### src/rtl/ibex_rf_wb_arbiter.sv
// Register-file writeback arbiter: round-robin ALU/LSU merge onto one write port,
// plus an optional load scoreboard (define IBEX_RF_WB_SCOREBOARD_EN to enable).
module ibex_rf_wb_arbiter #(
    parameter bit          RV32E      = 1'b0,
    parameter int unsigned DATA_WIDTH = 32
) (
    input  logic                  clk,
    input  logic                  rst_n,

    input  logic                  alu_req_i,
    input  logic [4:0]            alu_addr_i,
    input  logic [DATA_WIDTH-1:0] alu_wdata_i,
    output logic                  alu_gnt_o,

    input  logic                  lsu_req_i,
    input  logic [4:0]            lsu_addr_i,
    input  logic [DATA_WIDTH-1:0] lsu_wdata_i,
    output logic                  lsu_gnt_o,

    input  logic                  ld_issue_i,
    input  logic [4:0]            ld_issue_addr_i,

    input  logic [4:0]            raddr_a_i,
    input  logic [4:0]            raddr_b_i,
    output logic                  hazard_a_o,
    output logic                  hazard_b_o,

    output logic [4:0]            waddr_a_o,
    output logic [DATA_WIDTH-1:0] wdata_a_o,
    output logic                  we_a_o,

    output logic [31:0]           busy_o
);

    logic                  last_alu_q, last_alu_d;
    logic                  we_q,       we_d;
    logic [4:0]            waddr_q,    waddr_d;
    logic [DATA_WIDTH-1:0] wdata_q,    wdata_d;
    logic [31:0]           busy_q,     busy_d;

    logic alu_gnt;
    logic lsu_gnt;

    function automatic logic addr_writable(input logic [4:0] addr);
        return (addr != 5'd0) && !(RV32E && addr[4]);
    endfunction

    // On contention the side that did not win last time gets the port.
    assign alu_gnt   = alu_req_i & (~lsu_req_i | ~last_alu_q);
    assign lsu_gnt   = lsu_req_i & (~alu_req_i |  last_alu_q);
    assign alu_gnt_o = alu_gnt;
    assign lsu_gnt_o = lsu_gnt;

    always_comb begin
        // NOTE: every always_comb output gets a default first so no path infers a latch.
        last_alu_d = last_alu_q;
        we_d       = 1'b0;
        waddr_d    = waddr_q;
        wdata_d    = wdata_q;
        if (alu_gnt || lsu_gnt) begin
            last_alu_d = alu_gnt;
            waddr_d    = alu_gnt ? alu_addr_i  : lsu_addr_i;
            wdata_d    = alu_gnt ? alu_wdata_i : lsu_wdata_i;
            we_d       = addr_writable(waddr_d);
        end
    end

`ifdef IBEX_RF_WB_SCOREBOARD_EN
    // Set is applied after clear so a same-cycle issue/retire on one register stays busy.
    always_comb begin
        busy_d = busy_q;
        if (lsu_gnt) begin
            busy_d[lsu_addr_i] = 1'b0;
        end
        if (ld_issue_i && addr_writable(ld_issue_addr_i)) begin
            busy_d[ld_issue_addr_i] = 1'b1;
        end
        busy_d[0] = 1'b0;
    end
`else
    logic unused_ld_issue;
    assign unused_ld_issue = ^{ld_issue_i, ld_issue_addr_i};
    assign busy_d          = '0;
`endif

    always_ff @(posedge clk) begin
        // NOTE: sequential state uses non-blocking assignments only.
        if (!rst_n) begin
            last_alu_q <= 1'b1;
            we_q       <= 1'b0;
            waddr_q    <= '0;
            wdata_q    <= '0;
            busy_q     <= '0;
        end else begin
            last_alu_q <= last_alu_d;
            we_q       <= we_d;
            waddr_q    <= waddr_d;
            wdata_q    <= wdata_d;
            busy_q     <= busy_d;
        end
    end

    // A register is unsafe to read while a load is outstanding or its write is still in flight.
    assign hazard_a_o = (raddr_a_i != 5'd0) &&
                        (busy_q[raddr_a_i] || (we_q && (waddr_q == raddr_a_i)));
    assign hazard_b_o = (raddr_b_i != 5'd0) &&
                        (busy_q[raddr_b_i] || (we_q && (waddr_q == raddr_b_i)));

    assign waddr_a_o = waddr_q;
    assign wdata_a_o = wdata_q;
    assign we_a_o    = we_q;
    assign busy_o    = busy_q;

endmodule
### config.mk
export PLATFORM = sky130hd
export DESIGN_NAME = ibex_rf_wb_arbiter
export DESIGN_NICKNAME = d
export VERILOG_FILES = /design/src/rtl/ibex_rf_wb_arbiter.sv
export SDC_FILE = /design/constraint.sdc
export NUM_CORES = 1
export LEC_CHECK = 0
export CAP_MARGIN = 30
export CORE_MARGIN = 5
export CORE_UTILIZATION = 32
export CTS_CLUSTER_SIZE = 14
export DETAILED_ROUTE_END_ITERATION = 10
export PLACE_DENSITY = 0.8
export SYNTH_ARGS = -nofsm -noshare
export SYNTH_HDL_FRONTEND = slang
export SYNTH_SLANG_ARGS = --single-unit
### constraint.sdc
create_clock -name clk -period 1.4 [get_ports clk]
set_input_delay 0.14 -clock clk [delete_from_list [all_inputs] [get_ports clk]]
set_output_delay 0.14 -clock clk [all_outputs]
set_load 0.05 [all_outputs]
## Yosys cells after proc, flatten, opt, wreduce, memory -nomap -nowiden

Memory sizes are Yosys's and may differ from the RTL's.
Index checks and enable logic that the tools add are counted.

- $lt $le $gt $ge: 2
- Eq/ne operators: 2
- Mux-type cells: 4
- Bitwise operators: 7
- Reduce and logical (&&, ||, !) cells: 11

Operator list:

| kind | number |
|---|---|
| 2-to-1 mux 32 bit | 1 |
| nonzero test 5 bit | 3 |
| < comparator 5 x 6 -> 1 bit, second input constant | 2 |
| == test 5 bit | 2 |
| 2-to-1 mux 5 bit | 1 |
| logical AND 1 bit | 4 |
| logical OR 1 bit | 3 |
| NOT 1 bit | 3 |
| bitwise AND 1 bit | 2 |
| 2-to-1 mux 1 bit | 2 |
| bitwise OR 1 bit | 2 |
| AND reduction 2 bit | 1 |

- Register bits after elaboration: 39
- Memory bits (read-only): 64
- Bits of input ports: 94
- Output and inout bits: 74
- Word-level logic and storage cells: 32
- Memories: 2

Memory list:

| name | words | width | read ports | clocked after Yosys merged registers in | wr ports | line | text |
|---|---|---|---|---|---|---|---|
| (name not given) | 32 | 1 | 1 | 0 | 0 | 107 | `(busy_q[raddr_b_i] \|\| (we_q && (waddr_q == raddr_b_i)));` |
| (name not given) | 32 | 1 | 1 | 0 | 0 | 105 | `(busy_q[raddr_a_i] \|\| (we_q && (waddr_q == raddr_a_i)));` |

## Depth between registers and ports, before layout

- Depth after elaboration: 5
- Gate-level depth with buffers: 6
- Depth with buffers taken out: 3

## Least setup slack after synthesis

OpenSTA, ideal clock, no wires.

- Kind: register to output
- Start point: register waddr_q[0] (netlist: waddr_a_o[0])
- End point: output port hazard_a_o
- Data arrival time: 2.136 ns
- Data required time: 1.260 ns
- Setup slack: -0.876 ns
- Cell stages (with the launch flop): 4
- Buffers on the path: 0
- Cells stage by stage: dfxtp_1 xnor2_1 nand3_1 a211oi_1

- Longest elaborated chain between the ends: 4

RTL lines:

| element | line | text |
|---|---|---|
| start, declared | 37 | `logic [4:0] waddr_q, waddr_d;` |
| start signal, assigned | 97 | `waddr_q <= waddr_d;` |
| == test 5 bit | 105 |  |
| logical AND 1 bit | 105 |  |
| logical OR 1 bit | 105 |  |
| logical AND 1 bit | 104 | `assign hazard_a_o = (raddr_a_i != 5'd0) &&` |
| end, declared | 25 | `output logic hazard_a_o,` |

Every way passes these cells.

## Final worst setup path

- Start point: register waddr_q[0] (netlist: waddr_a_o[0])
- End point: output port hazard_b_o

- Longest elaborated chain between the ends: 4

RTL lines:

| element | line | text |
|---|---|---|
| == test 5 bit | 107 |  |
| logical AND 1 bit | 107 |  |
| logical OR 1 bit | 107 |  |
| logical AND 1 bit | 106 | `assign hazard_b_o = (raddr_b_i != 5'd0) &&` |
| end, declared | 26 | `output logic hazard_b_o,` |

Every way passes these cells.

==> impl_metrics.json <==
{
  "status": "finished with violations",
  "violations": "negative setup slack",
  "ys_ff_latch": 39,
  "syn-instance-count": 227,
  "crit_required_ns": 1.26,
  "synth_cell_types": 24,
  "yosys-top-cells-count": "nand2_1, dfxtp_1, mux2i_1, buf_4, o21ai_0",
  "synth_most_common_cell": "nand2_1",
  "finalCritPeriodShare_pct": 102.7,
  "cts.sinks": 39,
  "antenna_found_initial": 0,
  "portBuffers": 129,
  "cts-buffers-inserted": 5,
  "dpl-instance-area_mm2": 0.003437,
  "fin_cells": 452,
  "yosys-top-cells-area": "dfxtp_1, mux2i_1, buf_4",
  "wl_per_cell_um": 13.48,
  "htree_levels": 2,
  "max-clock-path-buffers": 2,
  "grt_use_total_pct": 14.62,
  "grt_max_degree": 21,
  "p_int_mw": 2.173,
  "power_frac_comb_pct": 40.2,
  "yosysWarnings": 0,
  "cts.clk_slew.worst_paths_ns": 0.08,
  "post-dp-hpwl_um": 5011,
  "power_frac_seq_pct": 37.3,
  "worstSetupPathType": "flop to output port",
  "p_switching_mw": 1.220,
  "area_growth_pct": 85.06,
  "hp-class": "primary input to flop",
  "holdWs_ns": 0.4080,
  "place_inst": 438,
  "synth_edf_count": 0,
  "antenna_cells": 0,
  "clock_latency_ns": 0.28,
  "root_buffer": "clkbuf_8",
  "grt_setup_unrepaired": "yes",
  "final_antenna_net_count": 0,
  "routed_wl_um": 6095,
  "vias_per_cell": 4.412,
  "dieHeight_um": 89.10,
  "grt_pass1_wl_um": 9080,
  "design.die.area_mm2": 0.007938,
  "fin_area_mm2": 0.003705,
  "ys_seq_area_share_pct": 39.00,
  "final_core_util_pct": 61.84,
  "yosysTopAreaCell": "dfxtp_1",
  "core_mm2": 0.005991,
  "switching_share_pct": 35.96,
  "period_needed_ns": 1.438,
  "fmaxAchievable_mhz": 695.3,
  "postCtsHoldBufs": 0,
  "hold_depth": 4,
  "gr-total-overflow": 0,
  "fillers": 506,
  "grt_pass1_vias": 2060,
  "synth_ff_type": "dfxtp_1",
  "start_util_pct": 33.42,
  "p_clk_share_pct": 22.5,
  "syn_area_per_cell_um2": 8.819,
  "cp_data_arrival_time_ns": 1.30,
  "dieWidth_um": 89.10,
  "max_cap_viol_count": 0,
  "worst_ir_drop_vdd_mv": 0.4212,
  "num_rows": 28,
  "setup_ws_ns": -0.03813,
  "io_pins": 168,
  "powerDensity_mw_per_mm2": 916.0,
  "vias": 1994,
  "first_iter_violations": 53,
  "multi_input_area_mm2": 0.001202,
  "place.gp.congestion": 0.7870,
  "power_leakage_nw": 1.578,
  "fin_tns_setup_ns": -0.04181,
  "drive_gt1_share_pct": 27.32,
  "cp-start-kind": "flop",
  "regArea_um2": 802.0,
  "setup_viol": 2,
  "synthArstFlopShare_pct": 0,
  "drt_pass1_iterations": 4,
  "crit_fanout": 4,
  "hold_violations": 0,
  "skew_ns": 0.01036,
  "cts_tree": "built",
  "final_max_slew_viol_count": 0,
  "syn_area_mm2": 0.002002,
  "remaining_drc_errors": 0,
  "worstSetupEndpointType": "output port",
  "synth_top_area_share_pct": 39.00,
  "nets": 470,
  "reg2reg_depth": 6
}
==> sequential cells by signal, indices dropped and copies added, names as in the netlist <==
name,flops
wdata_a_o,32
waddr_a_o,5
last_alu_q,1
we_a_o,1
==> worst max-delay path, stage by stage (launching register included) <==
cell      delay, ns
dfxtp_4        0.38
xnor2_2        0.15
nand2_2        0.09
a211oi_4       0.21
buf_6          0.18
==> power groups by stage <==
stage | sequential [mW] | combinational, mW | clock, mW
floorplan | 1.58 | 0.512 | 0
global placement | 1.29 | 1.28 | 0
detailed placement | 1.29 | 1.30 | 0
CTS | 1.27 | 1.36 | 0.801
global route | 1.28 | 1.44 | 0.853
finish | 1.27 | 1.36 | 0.763
==> logic make-up after synthesis <==
kind of cell / Yosys count / share of synthesized area, %
AND/OR/NAND/NOR: 52 / 10.81
AO/OA/AOI/OAI: 46 / 12.69
buffers and inverters: 44 / 15.25
flip-flops: 39 / 39.00
multiplexers: 37 / 18.56
XOR/XNOR: 8 / 3.500
other: 1 / 0.1873
==> final timing paths <==
| check | slack, ns | from | to |
|---|---|---|---|
| worst max-delay path | -0.04 | waddr_a_o[0] | hazard_b_o |
| worst min-delay path | 0.41 | alu_req_i | last_alu_q |
| worst max register to register | 0.10 | last_alu_q | waddr_a_o[2] |
| worst min register to register | 0.45 | wdata_a_o[12] | wdata_a_o[12] |
==> final cells by class <==
cell class                 count  share of cell area, %
clock buffer                   7                  2.330
clock inverter                 1                 0.1351
inverter                       1                 0.1013
multi-input combinational    175                  32.46
sequential                    39                  21.65
tap                           75                  2.533
timing repair buffer         154                  40.80
==> metrics by stage <==
step / power, mW / setup WS, ns
final: 3.394 / -0.03813
after global routing: 3.569 / -0.08023
after CTS: 3.430 / -0.03642
after detailed placement: 2.590 / -0.2019
after global placement: 2.570 / -0.1714
after floorplan: 2.093 / 0.02352
==> cell usage in the layout, fill, tap and decap left out, types with 3 or more instances in the layout <==
master / instances
buf_12: 11
buf_4: 53
buf_6: 3
clkbuf_8: 6
clkdlybuf4s50_1: 78
conb_1: 32
dfxtp_1: 32
dfxtp_4: 5
dlygate4sd2_1: 9
mux2i_1: 36
nand2_1: 41
o21ai_0: 29
o21ai_1: 9
xnor2_2: 8
==> timing repair <==
item	in CTS	in global routing
pin swaps	15	2
setup endpoints to repair	3	7
gates resized for setup	33	2
buffers inserted	7	1
==> per-layer routing <==
metal	track usage, %	share of wire, %	vias to the layer above
li1	-	-	1003
met1	14.59	35	896
met2	29.27	55	91
met3	4.424	9.7	4
met4	3.112	1.0	0
met5	0	0	-
Power figures use the tool's default switching activity.
